**config.mk**
```make
export PLATFORM = sky130hd
export DESIGN_NAME = mdio_master_22_45
export DESIGN_NICKNAME = d
export VERILOG_FILES = /design/src/rtl/mdio_master_22_45.sv
export SDC_FILE = /design/constraint.sdc
export NUM_CORES = 1
export LEC_CHECK = 0
export ABC_AREA = 1
export BUFFER_PORTS_ARGS = -buffer_cell sky130_fd_sc_hd__buf_2
export CAP_MARGIN = 30
export CELL_PAD_IN_SITES_DETAIL_PLACEMENT = 1
export CELL_PAD_IN_SITES_GLOBAL_PLACEMENT = 1
export CORE_UTILIZATION = 48
export CTS_BUF_LIST = sky130_fd_sc_hd__clkbuf_8
export DETAILED_ROUTE_END_ITERATION = 10
export PLACE_DENSITY_LB_ADDON = 0.15
export RECOVER_POWER = 25
export SLEW_MARGIN = 10
export SYNTH_ARGS = -nofsm -noshare
export SYNTH_HDL_FRONTEND = slang
export SYNTH_SLANG_ARGS = --single-unit
```
**constraint.sdc**
```tcl
create_clock -name clk_25m -period 2.75 [get_ports clk_25m]
set_input_delay 0.825 -clock clk_25m [delete_from_list [all_inputs] [get_ports clk_25m]]
set_output_delay 0.825 -clock clk_25m [all_outputs]
set_load 0.01 [all_outputs]
```
**src/rtl/mdio_master_22_45.sv**
```systemverilog
// MDIO station-management initiator for Clause 22 / Clause 45 frames.
// One command at a time: preamble, 32-bit frame, one idle tail period, then a response pulse.
module mdio_master_22_45 #(
    parameter int unsigned MDC_DIV = 10,
    parameter int unsigned PRE_LEN = 32
) (
    input  logic        clk_25m,
    input  logic        rst_n,
    input  logic        cmd_valid,
    output logic        cmd_ready,
    input  logic        cmd_cl45,
    input  logic [1:0]  cmd_op,
    input  logic [4:0]  cmd_phyad,
    input  logic [4:0]  cmd_regad,
    input  logic [15:0] cmd_wdata,
    output logic        rsp_valid,
    output logic [15:0] rsp_rdata,
    output logic        rsp_err,
    output logic        busy,
    output logic        mdc,
    output logic        mdio_o,
    output logic        mdio_oe,
    input  logic        mdio_i
);
    localparam int unsigned CW         = (MDC_DIV > 2) ? $clog2(MDC_DIV) : 1;
    localparam int unsigned HALF       = MDC_DIV / 2;
    localparam int unsigned PRE_LAST   = (PRE_LEN == 0) ? 0 : PRE_LEN - 1;
    localparam int unsigned HDR_BITS   = 14;
    localparam int unsigned TA2_BIT    = 15;
    localparam int unsigned FRAME_LAST = 31;

    typedef enum logic [1:0] {IDLE, PRE, FRAME, TAIL} state_t;

    state_t        state_q;
    logic [CW-1:0] cnt_q;
    logic [5:0]    bit_q;
    logic [31:0]   sh_q;
    logic          rd_q;
    logic [15:0]   rx_q;
    logic          ta_err_q;
    logic          cmd_ready_q;
    logic          busy_q;
    logic          rsp_valid_q;
    logic [15:0]   rsp_rdata_q;
    logic          rsp_err_q;
    logic          mdc_q;
    logic          mdio_o_q;
    logic          mdio_oe_q;

    logic          illegal_c;
    logic          acc_rd_c;
    logic [31:0]   frame_c;
    logic          per_end_c;
    logic          mid_c;
    logic [CW-1:0] cnt_d;
    logic [5:0]    bit_d;
    logic          oe_d;

    // Decode of the presented command and bit-period timing
    always_comb begin
        illegal_c = 1'b0;
        acc_rd_c  = 1'b0;
        frame_c   = '0;
        illegal_c = !cmd_cl45 && ((cmd_op == 2'b00) || (cmd_op == 2'b11));
        acc_rd_c  = cmd_cl45 ? cmd_op[1] : (cmd_op == 2'b10);
        frame_c   = {(cmd_cl45 ? 2'b00 : 2'b01), cmd_op, cmd_phyad, cmd_regad,
                     (acc_rd_c ? 18'h3FFFF : {2'b10, cmd_wdata})};
        per_end_c = (cnt_q == CW'(MDC_DIV - 1));
        mid_c     = (cnt_q == CW'(HALF));
        cnt_d     = per_end_c ? '0 : cnt_q + CW'(1);
        bit_d     = bit_q + 6'd1;
        oe_d      = !rd_q || (bit_d < 6'(HDR_BITS));
    end

    always_ff @(posedge clk_25m or negedge rst_n) begin
        if (!rst_n) begin
            state_q     <= IDLE;
            cnt_q       <= '0;
            bit_q       <= '0;
            sh_q        <= '0;
            rd_q        <= 1'b0;
            rx_q        <= '0;
            ta_err_q    <= 1'b0;
            cmd_ready_q <= 1'b1;
            busy_q      <= 1'b0;
            rsp_valid_q <= 1'b0;
            rsp_rdata_q <= '0;
            rsp_err_q   <= 1'b0;
            mdc_q       <= 1'b0;
            mdio_o_q    <= 1'b1;
            mdio_oe_q   <= 1'b0;
        end else begin
            rsp_valid_q <= 1'b0;
            case (state_q)
                IDLE: begin
                    if (cmd_valid) begin
                        if (illegal_c) begin
                            // Rejected in place: answer next cycle, bus stays quiet
                            rsp_valid_q <= 1'b1;
                            rsp_err_q   <= 1'b1;
                            rsp_rdata_q <= '0;
                        end else begin
                            sh_q        <= frame_c;
                            rd_q        <= acc_rd_c;
                            rx_q        <= '0;
                            ta_err_q    <= 1'b0;
                            cnt_q       <= '0;
                            bit_q       <= '0;
                            cmd_ready_q <= 1'b0;
                            busy_q      <= 1'b1;
                            mdc_q       <= 1'b0;
                            mdio_oe_q   <= 1'b1;
                            if (PRE_LEN == 0) begin
                                state_q  <= FRAME;
                                mdio_o_q <= frame_c[31];
                            end else begin
                                state_q  <= PRE;
                                mdio_o_q <= 1'b1;
                            end
                        end
                    end
                end
                PRE: begin
                    cnt_q <= cnt_d;
                    mdc_q <= (cnt_d >= CW'(HALF));
                    if (per_end_c) begin
                        if (bit_q == 6'(PRE_LAST)) begin
                            state_q  <= FRAME;
                            bit_q    <= '0;
                            mdio_o_q <= sh_q[31];
                        end else begin
                            bit_q <= bit_d;
                        end
                    end
                end
                FRAME: begin
                    cnt_q <= cnt_d;
                    mdc_q <= (cnt_d >= CW'(HALF));
                    // Sample on the mdc rising cycle: TA bit 2 then DATA MSB first
                    if (rd_q && mid_c) begin
                        if (bit_q == 6'(TA2_BIT)) ta_err_q <= mdio_i;
                        if (bit_q > 6'(TA2_BIT))  rx_q     <= {rx_q[14:0], mdio_i};
                    end
                    if (per_end_c) begin
                        if (bit_q == 6'(FRAME_LAST)) begin
                            state_q   <= TAIL;
                            mdio_o_q  <= 1'b1;
                            mdio_oe_q <= 1'b0;
                        end else begin
                            bit_q     <= bit_d;
                            sh_q      <= {sh_q[30:0], 1'b1};
                            mdio_oe_q <= oe_d;
                            mdio_o_q  <= oe_d ? sh_q[30] : 1'b1;
                        end
                    end
                end
                TAIL: begin
                    cnt_q <= cnt_d;
                    mdc_q <= (cnt_d >= CW'(HALF));
                    if (per_end_c) begin
                        state_q     <= IDLE;
                        mdc_q       <= 1'b0;
                        cmd_ready_q <= 1'b1;
                        busy_q      <= 1'b0;
                        rsp_valid_q <= 1'b1;
                        rsp_rdata_q <= rd_q ? rx_q : 16'h0000;
                        rsp_err_q   <= rd_q && ta_err_q;
                    end
                end
                default: state_q <= IDLE;
            endcase
        end
    end

    assign cmd_ready = cmd_ready_q;
    assign busy      = busy_q;
    assign rsp_valid = rsp_valid_q;
    assign rsp_rdata = rsp_rdata_q;
    assign rsp_err   = rsp_err_q;
    assign mdc       = mdc_q;
    assign mdio_o    = mdio_o_q;
    assign mdio_oe   = mdio_oe_q;

endmodule

```
==> results of run 1 <==
==> cell usage in the layout, fill, tap and decap left out, drive strengths merged, types with 2 or more instances in the layout <==
cell type  count
nand2        177
o21ai        116
dfrtp         83
buf           60
inv           53
nor2          24
nand3         19
clkbuf        11
ha             7
a21oi          6
o211ai         4
clkinv         3
nand4          2
nand3b         2
clkinvlp       2
dfstp          2
==> cell usage after synthesis, types with 2 or more instances <==
cell	n	area [um2]
sky130_fd_sc_hd__nand2_1	173	649
sky130_fd_sc_hd__clkbuf_1	7	26.3
sky130_fd_sc_hd__buf_2	9	45.0
sky130_fd_sc_hd__o211ai_1	4	30.0
sky130_fd_sc_hd__nand2_2	3	18.8
sky130_fd_sc_hd__nor2_2	2	12.5
sky130_fd_sc_hd__ha_1	7	87.6
sky130_fd_sc_hd__dfstp_2	2	52.6
sky130_fd_sc_hd__a21oi_1	6	30.0
sky130_fd_sc_hd__buf_4	2	15.0
sky130_fd_sc_hd__o21ai_1	12	60.1
sky130_fd_sc_hd__inv_2	3	11.3
sky130_fd_sc_hd__nand3_2	3	30.0
sky130_fd_sc_hd__inv_1	47	176
sky130_fd_sc_hd__nand3b_1	2	15.0
sky130_fd_sc_hd__nor2_4	2	22.5
sky130_fd_sc_hd__o21ai_0	101	505
sky130_fd_sc_hd__buf_6	4	45.0
sky130_fd_sc_hd__o21ai_2	3	26.3
sky130_fd_sc_hd__nand4_1	2	12.5
sky130_fd_sc_hd__nor2_1	19	71.3
sky130_fd_sc_hd__nand3_1	16	80.1
sky130_fd_sc_hd__dfrtp_1	83	2080
==> layer usage <==
layer / track usage / up-vias / share of wire
met5: 0 / - / 0
met4: 0.0934 / 0 / 0.015
met3: 0.0359 / 15 / 0.025
met2: 0.415 / 54 / 0.50
met1: 0.309 / 1734 / 0.46
li1: - / 1770 / -
==> sequential cells by signal, summed over array words and instances, names as in the netlist, 2 cells and up <==
register   count
bit_q          6
state_q        2
rsp_rdata     16
rx_q          16
cnt_q          4
sh_q          32
==> worst min path at each step <==
stage                                         from                  endpoint  slack, ns  cells past startpoint
after floorplan               sh_q[16]$_DFFE_PN0P_      sh_q[16]$_DFFE_PN0P_       0.44                      2
after global placement        sh_q[16]$_DFFE_PN0P_      sh_q[16]$_DFFE_PN0P_       0.46                      2
after detailed placement  rsp_rdata[6]$_DFFE_PN0P_  rsp_rdata[6]$_DFFE_PN0P_       0.47                      2
after CTS                                    rst_n       sh_q[7]$_DFFE_PN0P_       0.41                      1
after global routing      rsp_rdata[2]$_DFFE_PN0P_  rsp_rdata[2]$_DFFE_PN0P_       0.51                      2
final                     rsp_rdata[2]$_DFFE_PN0P_  rsp_rdata[2]$_DFFE_PN0P_       0.49                      2
==> metrics by stage <==
stage	hold WS [ns]	std cells	power (W)
CTS	0.414	679	0.00487
floorplan	0.437	519	0.00348
detailed placement	0.471	663	0.00397
finish	0.490	679	0.00481
global placement	0.456	663	0.00384
global route	0.514	679	0.00524
==> power by group through the flow <==
stage / Clock, W / Combinational, W / Sequential, W
floorplan: 0 / 0.00168 / 0.00180
global placement: 0 / 0.00203 / 0.00181
detailed placement: 0 / 0.00214 / 0.00183
CTS: 0.000898 / 0.00216 / 0.00181
global route: 0.000942 / 0.00246 / 0.00184
finish: 0.000868 / 0.00213 / 0.00180
==> logic make-up after synthesis <==
group | share of synthesized area
AND/OR/NAND/NOR | 0.229
buffers and inverters | 0.0791
adder cells (fa/ha/maj) | 0.0211
AO/OA/AOI/OAI | 0.158
flip-flops | 0.512
==> cell type report <==
type	count	area, um2	share of cell area
well taps	105	131	0.0280
multi-input cells	360	1700	0.363
flip-flops and latches	85	2130	0.454
inverters	51	193	0.0411
repair buffers	62	338	0.0721
clock inverters	7	68.8	0.0147
clock buffers	9	124	0.0264
==> worst reg2reg max path, delay by kind of cell (launching register included) <==
kind | cells | cell delay, ns
buf+inv | 3 | 0.79
simple gates | 2 | 0.20
fa+ha+maj | 1 | 0.49
flops | 1 | 0.43
compound gates | 2 | 0.24
==> metrics.log, run 1 <==
INFO  metric cpLargestDelayFamily = buffers and inverters
INFO  metric switching_share = 0.449
INFO  metric synthesis.nets = 559
INFO  metric antenna_found_initial = 0
INFO  metric core_region_area = 0.00830 mm2
INFO  metric critPathCaptureType = flop
INFO  metric clk_root_buffer_cell = sky130_fd_sc_hd__clkbuf_8
INFO  metric cts_buffers = 9
INFO  metric seq_power_share = 0.375
INFO  metric nNetsFinal = 609
INFO  metric internal-power = 0.00265 W
INFO  metric placed_area = 0.00451 mm2
INFO  metric io_buffer_count = 55
INFO  metric critical_path_peak_fanout = 32
INFO  metric clk_pin_slew_worst_paths = 0.11 ns
INFO  metric max_incr_delay_on_cp = 0.49 ns
INFO  metric leakage = 2.32 nW
INFO  metric cp_num_cells = 8
INFO  metric critical_path_buf_inv_count = 3
INFO  metric status = completed
INFO  metric peakVddDrop = 0.695 mV
INFO  metric post_cts_setup_buffer_count = 0
INFO  metric syn2layout_area_growth = 12.6%
INFO  metric remaining_drc_errors = 0
INFO  metric share_comb_of_total_power = 0.444
INFO  metric fin_tns_setup = 0 ns
INFO  metric grt_max_degree = 48
INFO  metric grt.overflow.total = 0
INFO  metric cts_tree = built
INFO  metric reg2regPathDepth = 8
INFO  metric timing.slew.headroom = 0.387
INFO  metric final_core_utilization = 0.565
INFO  metric die_area = 0.00904 mm2
INFO  metric timing.final.ws_setup = 0.533 ns
INFO  metric drt_wl_total = 9.88 mm
INFO  metric layout_min_cycle_time = 2.22 ns
INFO  metric synth.yosys.seq_area_share = 0.512
INFO  metric drv_slew = 0
INFO  metric grt_util_all_layers = 0.242
INFO  metric synth_async_sr_flop_share = 1.00
INFO  metric powerDensity = 1030 mW/mm2
INFO  metric p_switching = 0.00216 W
INFO  metric ys_ff_latch = 85
INFO  metric setup_repair_after_global_routing_missed_its_margin = false
INFO  metric p_clk_frac = 0.181
INFO  metric crit_end = rx_q[15]$_DFFE_PN0P_
INFO  metric category_of_the_most_critical_setup_path = flop to flop
INFO  metric netlist_instances = 519
INFO  metric post-route-period-util = 0.806
INFO  metric finClkSkew = 0.0173 ns
INFO  metric drt_first_pass_iters = 4
INFO  metric grt_pass1_wl = 16.9 mm
INFO  metric antenna_violating_nets_left = 0
INFO  metric clock_tree.buffer_depth = 2
INFO  metric critical_r2r_launch = state_q[0]$_DFFE_PN0P_
INFO  metric mapped_cell_area = 0.00416 mm2
INFO  metric crit_required = 3.04 ns
INFO  metric critical-path-top-cell-by-count = sky130_fd_sc_hd__buf_4
INFO  metric hp-class = flop to flop
INFO  metric drive_above_1_share = 0.174
INFO  metric final.fill_count = 1068
INFO  metric dr_total_vias = 3573
INFO  metric routed_via_density = 5.26
INFO  metric synth_flop_cell = sky130_fd_sc_hd__dfrtp_1
INFO  metric boundaryPins = 56
INFO  metric finish.instance_area = 0.00469 mm2
INFO  metric start_util = 0.501
INFO  metric timing.critical_path.from = state_q[0]$_DFFE_PN0P_
INFO  metric cp_cell_sequence = inv_1 -> ha_1 -> buf_4 -> o21ai_2 -> nand3_2 -> buf_4 -> nand2_1 -> o21ai_0
INFO  metric wire_per_inst = 14.6 um
INFO  metric finalSetupViolations = 0
INFO  metric transition_at_the_pin_with_the_smallest_max_transition_slack = 0.920 ns
INFO  metric cp-start-kind = flop
INFO  metric reg2reg_setup_slack = 0.53 ns
INFO  metric clock_sink_count = 85
INFO  metric pre_cts_slack = 0.293 ns
INFO  metric hold_violations = 0
INFO  metric die_w = 95.1 um
INFO  metric globalplace.congestion = 0.829
INFO  metric cts.hold.buffers_added = 0
INFO  metric drt_first_iter_violations = 134
INFO  metric worstPathArrival = 2.50 ns
INFO  metric synth_enable_flop_cells = 0
INFO  metric netlist-cell-type-count = 30
INFO  metric hpwl = 6.87 mm
INFO  metric post_synth.cell_area_avg = 8.02 um2
INFO  metric std_cell_rows = 33
INFO  metric level_count_of_the_clock_h_tree = 3
INFO  metric postCtsResizedCells = 0
INFO  metric die_height = 95.1 um
INFO  metric cpMaxStageDelayCell = sky130_fd_sc_hd__ha_1
INFO  metric diodes = 0
INFO  metric drv.max_cap_violation_count = 0
INFO  metric ys.warnings.count = 0
INFO  metric first_global_vias = 3643
INFO  metric insertion_delay = 0.37 ns
INFO  metric max_clock_freq = 451 MHz
INFO  metric reg2reg_to = rx_q[15]$_DFFE_PN0P_
Note: power is estimated with default switching activity, not from simulation.
==> run 2: changes to the inputs <==
--- a/config.mk
+++ b/config.mk
@@ -10,7 +10,7 @@
 export CAP_MARGIN = 30
 export CELL_PAD_IN_SITES_DETAIL_PLACEMENT = 1
 export CELL_PAD_IN_SITES_GLOBAL_PLACEMENT = 1
-export CORE_UTILIZATION = 48
+export CORE_UTILIZATION = 40
 export CTS_BUF_LIST = sky130_fd_sc_hd__clkbuf_8
 export DETAILED_ROUTE_END_ITERATION = 10
 export PLACE_DENSITY_LB_ADDON = 0.15
==> constraint.sdc (replaced) <==
create_clock -name clk_25m -period 1.8 [get_ports clk_25m]
set_input_delay 0.54 -clock clk_25m [delete_from_list [all_inputs] [get_ports clk_25m]]
set_output_delay 0.54 -clock clk_25m [all_outputs]
set_load 0.01 [all_outputs]
==> run 2 against run 1 <==
  * Clock skew is 0.0075 ns lower
  * Combinational power is 82% higher
  * Global-route usage is 4.0 points lower
  * Sequential power is 53% higher
  * Clock-buffer cell count stayed put
  * Cell count is 6.9% higher
  * Critical path depth is 2 higher
  * Power is 73% higher
  * Final area is 8.3% higher
  * Clock power is 96% higher
  * Maximum frequency is 29% higher
  * Critical endpoint is now sh_q[14]$_DFFE_PN0P_
  * Largest cell class unchanged
  * Largest power group unchanged
==> metrics.log, run 2 (synthesis results as in run 1) <==
INFO  metric post-route-period-util = 0.957 (+0.151)
INFO  metric p_switching = 0.00339 W (+57%)
INFO  metric critical_path_peak_fanout = 27 (-16%)
INFO  metric setup_repair_after_global_routing_missed_its_margin = true
INFO  metric drv.max_cap_violation_count = 0 (unchanged)
INFO  metric hold_violations = 0 (unchanged)
INFO  metric pre_cts_slack = -0.150 ns (-0.443 ns)
INFO  metric internal-power = 0.00493 W (+86%)
INFO  metric clock_sink_count = 85 (unchanged)
INFO  metric clock_tree.buffer_depth = 2 (unchanged)
INFO  metric grt_util_all_layers = 0.202 (-0.0400)
INFO  metric seq_power_share = 0.331 (-0.044)
INFO  metric cts_tree = built
INFO  metric io_buffer_count = 55 (unchanged)
INFO  metric category_of_the_most_critical_setup_path = flop to flop
INFO  metric dr_total_vias = 3558 (-0.42%)
INFO  metric core_region_area = 0.00991 mm2 (+19%)
INFO  metric die_w = 104 um (+9.3%)
INFO  metric cpLargestDelayFamily = simple AND/OR/NAND/NOR gates
INFO  metric switching_share = 0.408 (-0.0412)
INFO  metric critPathCaptureType = flop
INFO  metric transition_at_the_pin_with_the_smallest_max_transition_slack = 1.34 ns (+0.422 ns)
INFO  metric peakVddDrop = 0.865 mV (+24%)
INFO  metric grt_max_degree = 48 (unchanged)
INFO  metric die_area = 0.0108 mm2 (+20%)
INFO  metric wire_per_inst = 14.0 um (-3.5%)
INFO  metric share_comb_of_total_power = 0.465 (+0.021)
INFO  metric max_incr_delay_on_cp = 0.39 ns (-0.10 ns)
INFO  metric leakage = 2.48 nW (+7.1%)
INFO  metric timing.final.ws_setup = 0.0770 ns (-0.456 ns)
INFO  metric hpwl = 7.20 mm (+4.8%)
INFO  metric drt_wl_total = 10.2 mm (+3.2%)
INFO  metric p_clk_frac = 0.204 (+0.023)
INFO  metric commonest_cells_after_routing_fill_and_taps_aside = sky130_fd_sc_hd__nand2_1 (173), sky130_fd_sc_hd__o21ai_0 (96), sky130_fd_sc_hd__dfrtp_1 (83)
INFO  metric final.fill_count = 1256 (+18%)
INFO  metric max_clock_freq = 580 MHz (+29%)
INFO  metric finClkSkew = 0.00981 ns (-0.00751 ns)
INFO  metric std_cell_rows = 36 (+9.1%)
INFO  metric whs = 0.453 ns (-0.0372 ns)
INFO  metric worstPathArrival = 1.99 ns (-0.51 ns)
INFO  metric antenna_violating_nets_left = 0 (unchanged)
INFO  metric critical_path_buf_inv_count = 2 (-1)
INFO  metric cpMaxStageDelayCell = sky130_fd_sc_hd__dfrtp_1
INFO  metric cp-start-kind = flop
INFO  metric nNetsFinal = 628 (+3.1%)
INFO  metric grt_pass1_wl = 17.6 mm (+4.5%)
INFO  metric drv_slew = 0 (unchanged)
INFO  metric drive_above_1_share = 0.207 (+0.0332)
INFO  metric powerDensity = 1640 mW/mm2 (+60%)
INFO  metric drt_first_pass_iters = 4 (unchanged)
INFO  metric first_global_vias = 3756 (+3.1%)
INFO  metric syn2layout_area_growth = 21.9%
INFO  metric clk_pin_slew_worst_paths = 0.09 ns (-0.02 ns)
INFO  metric globalplace.congestion = 0.822 (-0.84%)
INFO  metric diodes = 0 (unchanged)
INFO  metric antenna_found_initial = 0 (unchanged)
INFO  metric timing.slew.headroom = 0.106 (-0.281)
INFO  metric finalSetupViolations = 0 (unchanged)
INFO  metric level_count_of_the_clock_h_tree = 3 (unchanged)
INFO  metric remaining_drc_errors = 0 (unchanged)
INFO  metric cp_cell_sequence = inv_1 -> ha_4 -> nand2_1 -> nand2_4 -> nor2_4 -> nand2_4 -> nor2_8 -> buf_12 -> nand2_1 -> o21ai_0
INFO  metric routed_via_density = 4.90 (-6.9%)
INFO  metric mostFrequentLayoutCell = sky130_fd_sc_hd__nand2_1
INFO  metric largest_register_ff_count = 32 (unchanged)
INFO  metric registers.top_by_ff_count = sh_q
INFO  metric grt.overflow.total = 0 (unchanged)
INFO  metric layout_min_cycle_time = 1.72 ns (-0.494 ns)
INFO  metric status = completed
INFO  metric drt_first_iter_violations = 125 (-6.7%)
INFO  metric clk_root_buffer_cell = sky130_fd_sc_hd__clkbuf_8
INFO  metric insertion_delay = 0.36 ns (about the same)
INFO  metric hp-class = primary input to flop
INFO  metric cts.hold.buffers_added = 0 (unchanged)
INFO  metric boundaryPins = 56 (unchanged)
INFO  metric start_util = 0.420 (-0.0815)
INFO  metric cts_buffers = 9 (unchanged)
INFO  metric die_height = 104 um (+9.3%)
INFO  metric crit_required = 2.07 ns (-0.97 ns)
run 2: timing repair:
action / in CTS / in global routing
setup buffers: 1 / 2
gates resized for setup: 1 / 11
setup endpoints to repair: 4 / 64
run 2: final timing paths:
kind | startpoint | end | slack, ns | cells after the start
min in group asynchronous | rst_n | sh_q[6]$_DFFE_PN0P_ | 0.46 | 1
worst min-delay path | cmd_regad[1] | sh_q[19]$_DFFE_PN0P_ | 0.45 | 3
worst min register to register | sh_q[16]$_DFFE_PN0P_ | sh_q[16]$_DFFE_PN0P_ | 0.47 | 2
worst max register to register | state_q[1]$_DFFE_PN0P_ | sh_q[14]$_DFFE_PN0P_ | 0.08 | 10
max in group asynchronous | rst_n | mdio_o$_DFFE_PN1P_ | 0.49 | 2
worst max-delay path | state_q[1]$_DFFE_PN0P_ | sh_q[14]$_DFFE_PN0P_ | 0.08 | 10
run 2: power by group through the flow:
stage	Clock (W)	Sequential (W)	Combinational (W)
6_report	0.00170	0.00275	0.00388
3_3_place_gp	0	0.00276	0.00361
3_5_place_dp	0	0.00279	0.00375
5_1_grt	0.00183	0.00282	0.00444
4_1_cts	0.00176	0.00276	0.00380
2_1_floorplan	0	0.00275	0.00259
run 2: through the flow:
step / util / area [um2] / power, W / std cells / setup TNS (ns)
detailed placement: 0.481 / 4770 / 0.00654 / 707 / -5.02
global route: 0.512 / 5070 / 0.00910 / 726 / -0.327
CTS: 0.508 / 5030 / 0.00831 / 724 / 0
finish: 0.512 / 5070 / 0.00833 / 726 / 0
floorplan: - / 4180 / 0.00534 / 519 / 0
global placement: 0.481 / 4770 / 0.00637 / 707 / -2.91
run 2: layout make-up:
type / instances / area, um2 / share of cell area
Sequential cell: 85 / 2130 / 0.420
Multi-Input combinational cell: 360 / 1740 / 0.344
Timing Repair Buffer: 81 / 586 / 0.115
Inverter: 51 / 195 / 0.0385
Tap cell: 133 / 166 / 0.0328
Clock inverter: 7 / 128 / 0.0252
Clock buffer: 9 / 124 / 0.0244
run 2: worst reg2reg max path: cells and delay by family (launching register included):
kind | cells | cell delay, ns
simple gates | 6 | 0.68
compound gates | 1 | 0.09
flops | 1 | 0.39
buf+inv | 2 | 0.29
fa+ha+maj | 1 | 0.20
run 2: metal layers:
metal | share of wire | routed length (um) | global-route usage | vias up
li1 | - | - | - | 1798
met1 | 0.48 | 4870 | 0.269 | 1711
met2 | 0.49 | 4990 | 0.339 | 43
met3 | 0.026 | 270 | 0.0401 | 6
met4 | 0.0064 | 65 | 0.0490 | 0
met5 | 0 | 0 | 0 | -
==> run 3: changes to the inputs <==
--- a/config.mk
+++ b/config.mk
@@ -8,13 +8,10 @@
 export ABC_AREA = 1
 export BUFFER_PORTS_ARGS = -buffer_cell sky130_fd_sc_hd__buf_2
 export CAP_MARGIN = 30
-export CELL_PAD_IN_SITES_DETAIL_PLACEMENT = 1
-export CELL_PAD_IN_SITES_GLOBAL_PLACEMENT = 1
-export CORE_UTILIZATION = 40
+export CORE_UTILIZATION = 50
 export CTS_BUF_LIST = sky130_fd_sc_hd__clkbuf_8
 export DETAILED_ROUTE_END_ITERATION = 10
 export PLACE_DENSITY_LB_ADDON = 0.15
-export RECOVER_POWER = 25
 export SLEW_MARGIN = 10
 export SYNTH_ARGS = -nofsm -noshare
 export SYNTH_HDL_FRONTEND = slang
==> run 3 against run 2 <==
  * Maximum frequency is 0.42% higher
  * Final area fell by 1.6%
  * First-iteration DRC count grew 50%
  * Largest power group unchanged
  * Worst hold slack worse by 0.38 ns
  * Highest routed layer unchanged
  * Utilization is 12 points higher
  * Via count down 1.6%
  * Clock power down 17%
==> metrics.log, run 3 (synthesis results as in run 1) <==
INFO  metric grt.overflow.total = 0 (unchanged)
INFO  metric instances_no_fill = 695 (-4.3%)
INFO  metric internal-power = 0.00465 W (-5.7%)
INFO  metric drt_first_iter_violations = 187 (+50%)
INFO  metric timing.critical_path.from = state_q[0]$_DFFE_PN0P_
INFO  metric max_incr_delay_on_cp = 0.41 ns (+0.02 ns)
INFO  metric cpMaxStageDelayCell = sky130_fd_sc_hd__dfrtp_1
INFO  metric status = completed
INFO  metric cts_buffers = 9 (unchanged)
INFO  metric layout_min_cycle_time = 1.72 ns (-0.00726 ns)
INFO  metric peakVddDrop = 0.898 mV (+3.8%)
INFO  metric timing.final.ws_setup = 0.0843 ns (+0.00726 ns)
INFO  metric clk_pin_slew_worst_paths = 0.09 ns (about the same)
INFO  metric finish.instance_area = 0.00499 mm2 (-1.6%)
INFO  metric critical_path_peak_fanout = 6 (-78%)
INFO  metric drt_wl_total = 8.74 mm (-14%)
INFO  metric io_buffer_count = 55 (unchanged)
INFO  metric transition_at_the_pin_with_the_smallest_max_transition_slack = 0.355 ns (-0.987 ns)
INFO  metric cp_cell_sequence = buf_4 -> ha_1 -> or2_2 -> nand2_1 -> nand3_2 -> inv_4 -> buf_4 -> o21ai_0
INFO  metric critPathCaptureType = flop
INFO  metric cp-start-kind = flop
INFO  metric clock_sink_count = 85 (unchanged)
INFO  metric remaining_drc_errors = 0 (unchanged)
INFO  metric start_util = 0.527 (+0.108)
INFO  metric pre_cts_slack = -0.143 ns (+0.00744 ns)
INFO  metric antenna_violating_nets_left = 0 (unchanged)
INFO  metric drv_slew = 0 (unchanged)
INFO  metric boundaryPins = 56 (unchanged)
INFO  metric grt_max_degree = 49 (+2.1%)
INFO  metric largest_register_ff_count = 32 (unchanged)
INFO  metric fin_tns_setup = 0 ns (unchanged)
INFO  metric seq_power_share = 0.345 (+0.014)
INFO  metric clock_tree.buffer_depth = 2 (unchanged)
INFO  metric globalplace.congestion = 0.847 (+3.0%)
INFO  metric category_of_the_most_critical_setup_path = flop to flop
INFO  metric grt_pass1_wl = 15.3 mm (-13%)
INFO  metric grt_util_all_layers = 0.223 (+0.0209)
INFO  metric registers.top_by_ff_count = sh_q
INFO  metric cts.hold.buffers_added = 0 (unchanged)
INFO  metric finClkSkew = 0.0127 ns (+0.00289 ns)
INFO  metric placed_area = 0.00472 mm2 (-0.97%)
INFO  metric critical_r2r_launch = state_q[0]$_DFFE_PN0P_
INFO  metric whs = 0.0763 ns (-0.376 ns)
INFO  metric wire_per_inst = 12.6 um (-10%)
INFO  metric leakage = 2.46 nW (-0.73%)
INFO  metric mostFrequentLayoutCell = sky130_fd_sc_hd__nand2_1
INFO  metric placed_instance_count = 675 (-4.5%)
INFO  metric hp-class = primary input to asynchronous set/reset pin
INFO  metric dr_total_vias = 3502 (-1.6%)
INFO  metric routed_via_density = 5.04 (+2.8%)
INFO  metric switching_share = 0.413 (+0.00574)
INFO  metric final.fill_count = 697 (-45%)
INFO  metric cts_tree = built
INFO  metric die_area = 0.00869 mm2 (-20%)
INFO  metric p_switching = 0.00328 W (-3.4%)
INFO  metric drt_first_pass_iters = 4 (unchanged)
INFO  metric powerDensity = 1590 mW/mm2 (-3.2%)
INFO  metric post-route-period-util = 0.953 (-0.00403)
INFO  metric first_global_vias = 3311 (-12%)
INFO  metric p_clk_frac = 0.178 (-0.026)
INFO  metric die_height = 93.2 um (-10%)
INFO  metric drive_above_1_share = 0.211 (+0.00337)
INFO  metric level_count_of_the_clock_h_tree = 3 (unchanged)
INFO  metric commonest_cells_after_routing_fill_and_taps_aside = sky130_fd_sc_hd__nand2_1 (172), sky130_fd_sc_hd__o21ai_0 (97), sky130_fd_sc_hd__dfrtp_1 (83)
INFO  metric critical-path-top-cell-by-count = sky130_fd_sc_hd__buf_4
INFO  metric die_w = 93.2 um (-10%)
INFO  metric hold_violations = 0 (unchanged)
INFO  metric syn2layout_area_growth = 20.0%
INFO  metric antenna_found_initial = 0 (unchanged)
INFO  metric insertion_delay = 0.36 ns (about the same)
INFO  metric worstPathArrival = 1.96 ns (-0.03 ns)
INFO  metric hpwl = 6.08 mm (-16%)
INFO  metric nNetsFinal = 628 (unchanged)
INFO  metric diodes = 0 (unchanged)
INFO  metric max_clock_freq = 583 MHz (+0.42%)
INFO  metric crit_required = 2.04 ns (-0.03 ns)
INFO  metric timing.slew.headroom = 0.764 (+0.658)
INFO  metric std_cell_rows = 32 (-11%)
INFO  metric drv.max_cap_violation_count = 0 (unchanged)
INFO  metric share_comb_of_total_power = 0.477 (+0.012)
INFO  metric clk_root_buffer_cell = sky130_fd_sc_hd__clkbuf_8
INFO  metric finalSetupViolations = 0 (unchanged)
INFO  metric core_region_area = 0.00789 mm2 (-20%)
run 3: layer usage:
layer  up-vias  wire [um]  GRT usage  part of all wire
li1       1803          -          -                 -
met1      1617       4220      0.308              0.48
met2        70       4040      0.356              0.46
met3        12        356     0.0390             0.041
met4         0        131     0.0756             0.015
met5         -          0          0                 0
run 3: power by group through the flow:
stage	sequential, W	combinational [W]	clock [W]
after floorplan	0.00275	0.00259	0
after global placement	0.00276	0.00354	0
after detailed placement	0.00277	0.00362	0
after CTS	0.00274	0.00368	0.00145
after global routing	0.00280	0.00432	0.00154
final	0.00274	0.00378	0.00141
run 3: cell type report:
| cell class | count | area (um2) | share of cell area |
|---|---|---|---|
| clock buffer | 9 | 124 | 0.0248 |
| multi-input combinational | 360 | 1750 | 0.351 |
| sequential | 85 | 2130 | 0.427 |
| clock inverter | 7 | 80.1 | 0.0160 |
| timing repair buffer | 81 | 586 | 0.117 |
| tap | 102 | 128 | 0.0256 |
| inverter | 51 | 195 | 0.0391 |
run 3: path summary, 6_finish.rpt:
kind,to,slack (ns),cells after the start
setup / recovery,bit_q[2]$_DFFE_PN0P_,0.08,8
hold / removal,sh_q[6]$_DFFE_PN0P_,0.08,1
setup reg to reg,bit_q[2]$_DFFE_PN0P_,0.08,8
hold reg to reg,sh_q[16]$_DFFE_PN0P_,0.47,2
max in group asynchronous,mdio_o$_DFFE_PN1P_,1.16,2
min in group clk_25m,sh_q[19]$_DFFE_PN0P_,0.42,3
run 3: through the flow:
stage                      util  power [W]
after floorplan               -    0.00534
after global placement    0.599    0.00629
after detailed placement  0.599    0.00640
after CTS                 0.626    0.00786
after global routing      0.633    0.00866
final                     0.633    0.00793
run 3: timing repair:
item | CTS | global route
buffers inserted | 1 | 3
resized for setup | 3 | 8
gates cloned | 0 | 0
pin swaps | 0 | 1
setup endpoints to repair | 7 | 25
run 3: critical path, delay by kind of cell, from the launching register on:
kind,cells,cell delay [ns]
AO/OA/AOI/OAI,1,0.07
adder cells (fa/ha/maj),1,0.22
buffers and inverters,3,0.38
flip-flops,1,0.41
AND/OR/NAND/NOR,3,0.53
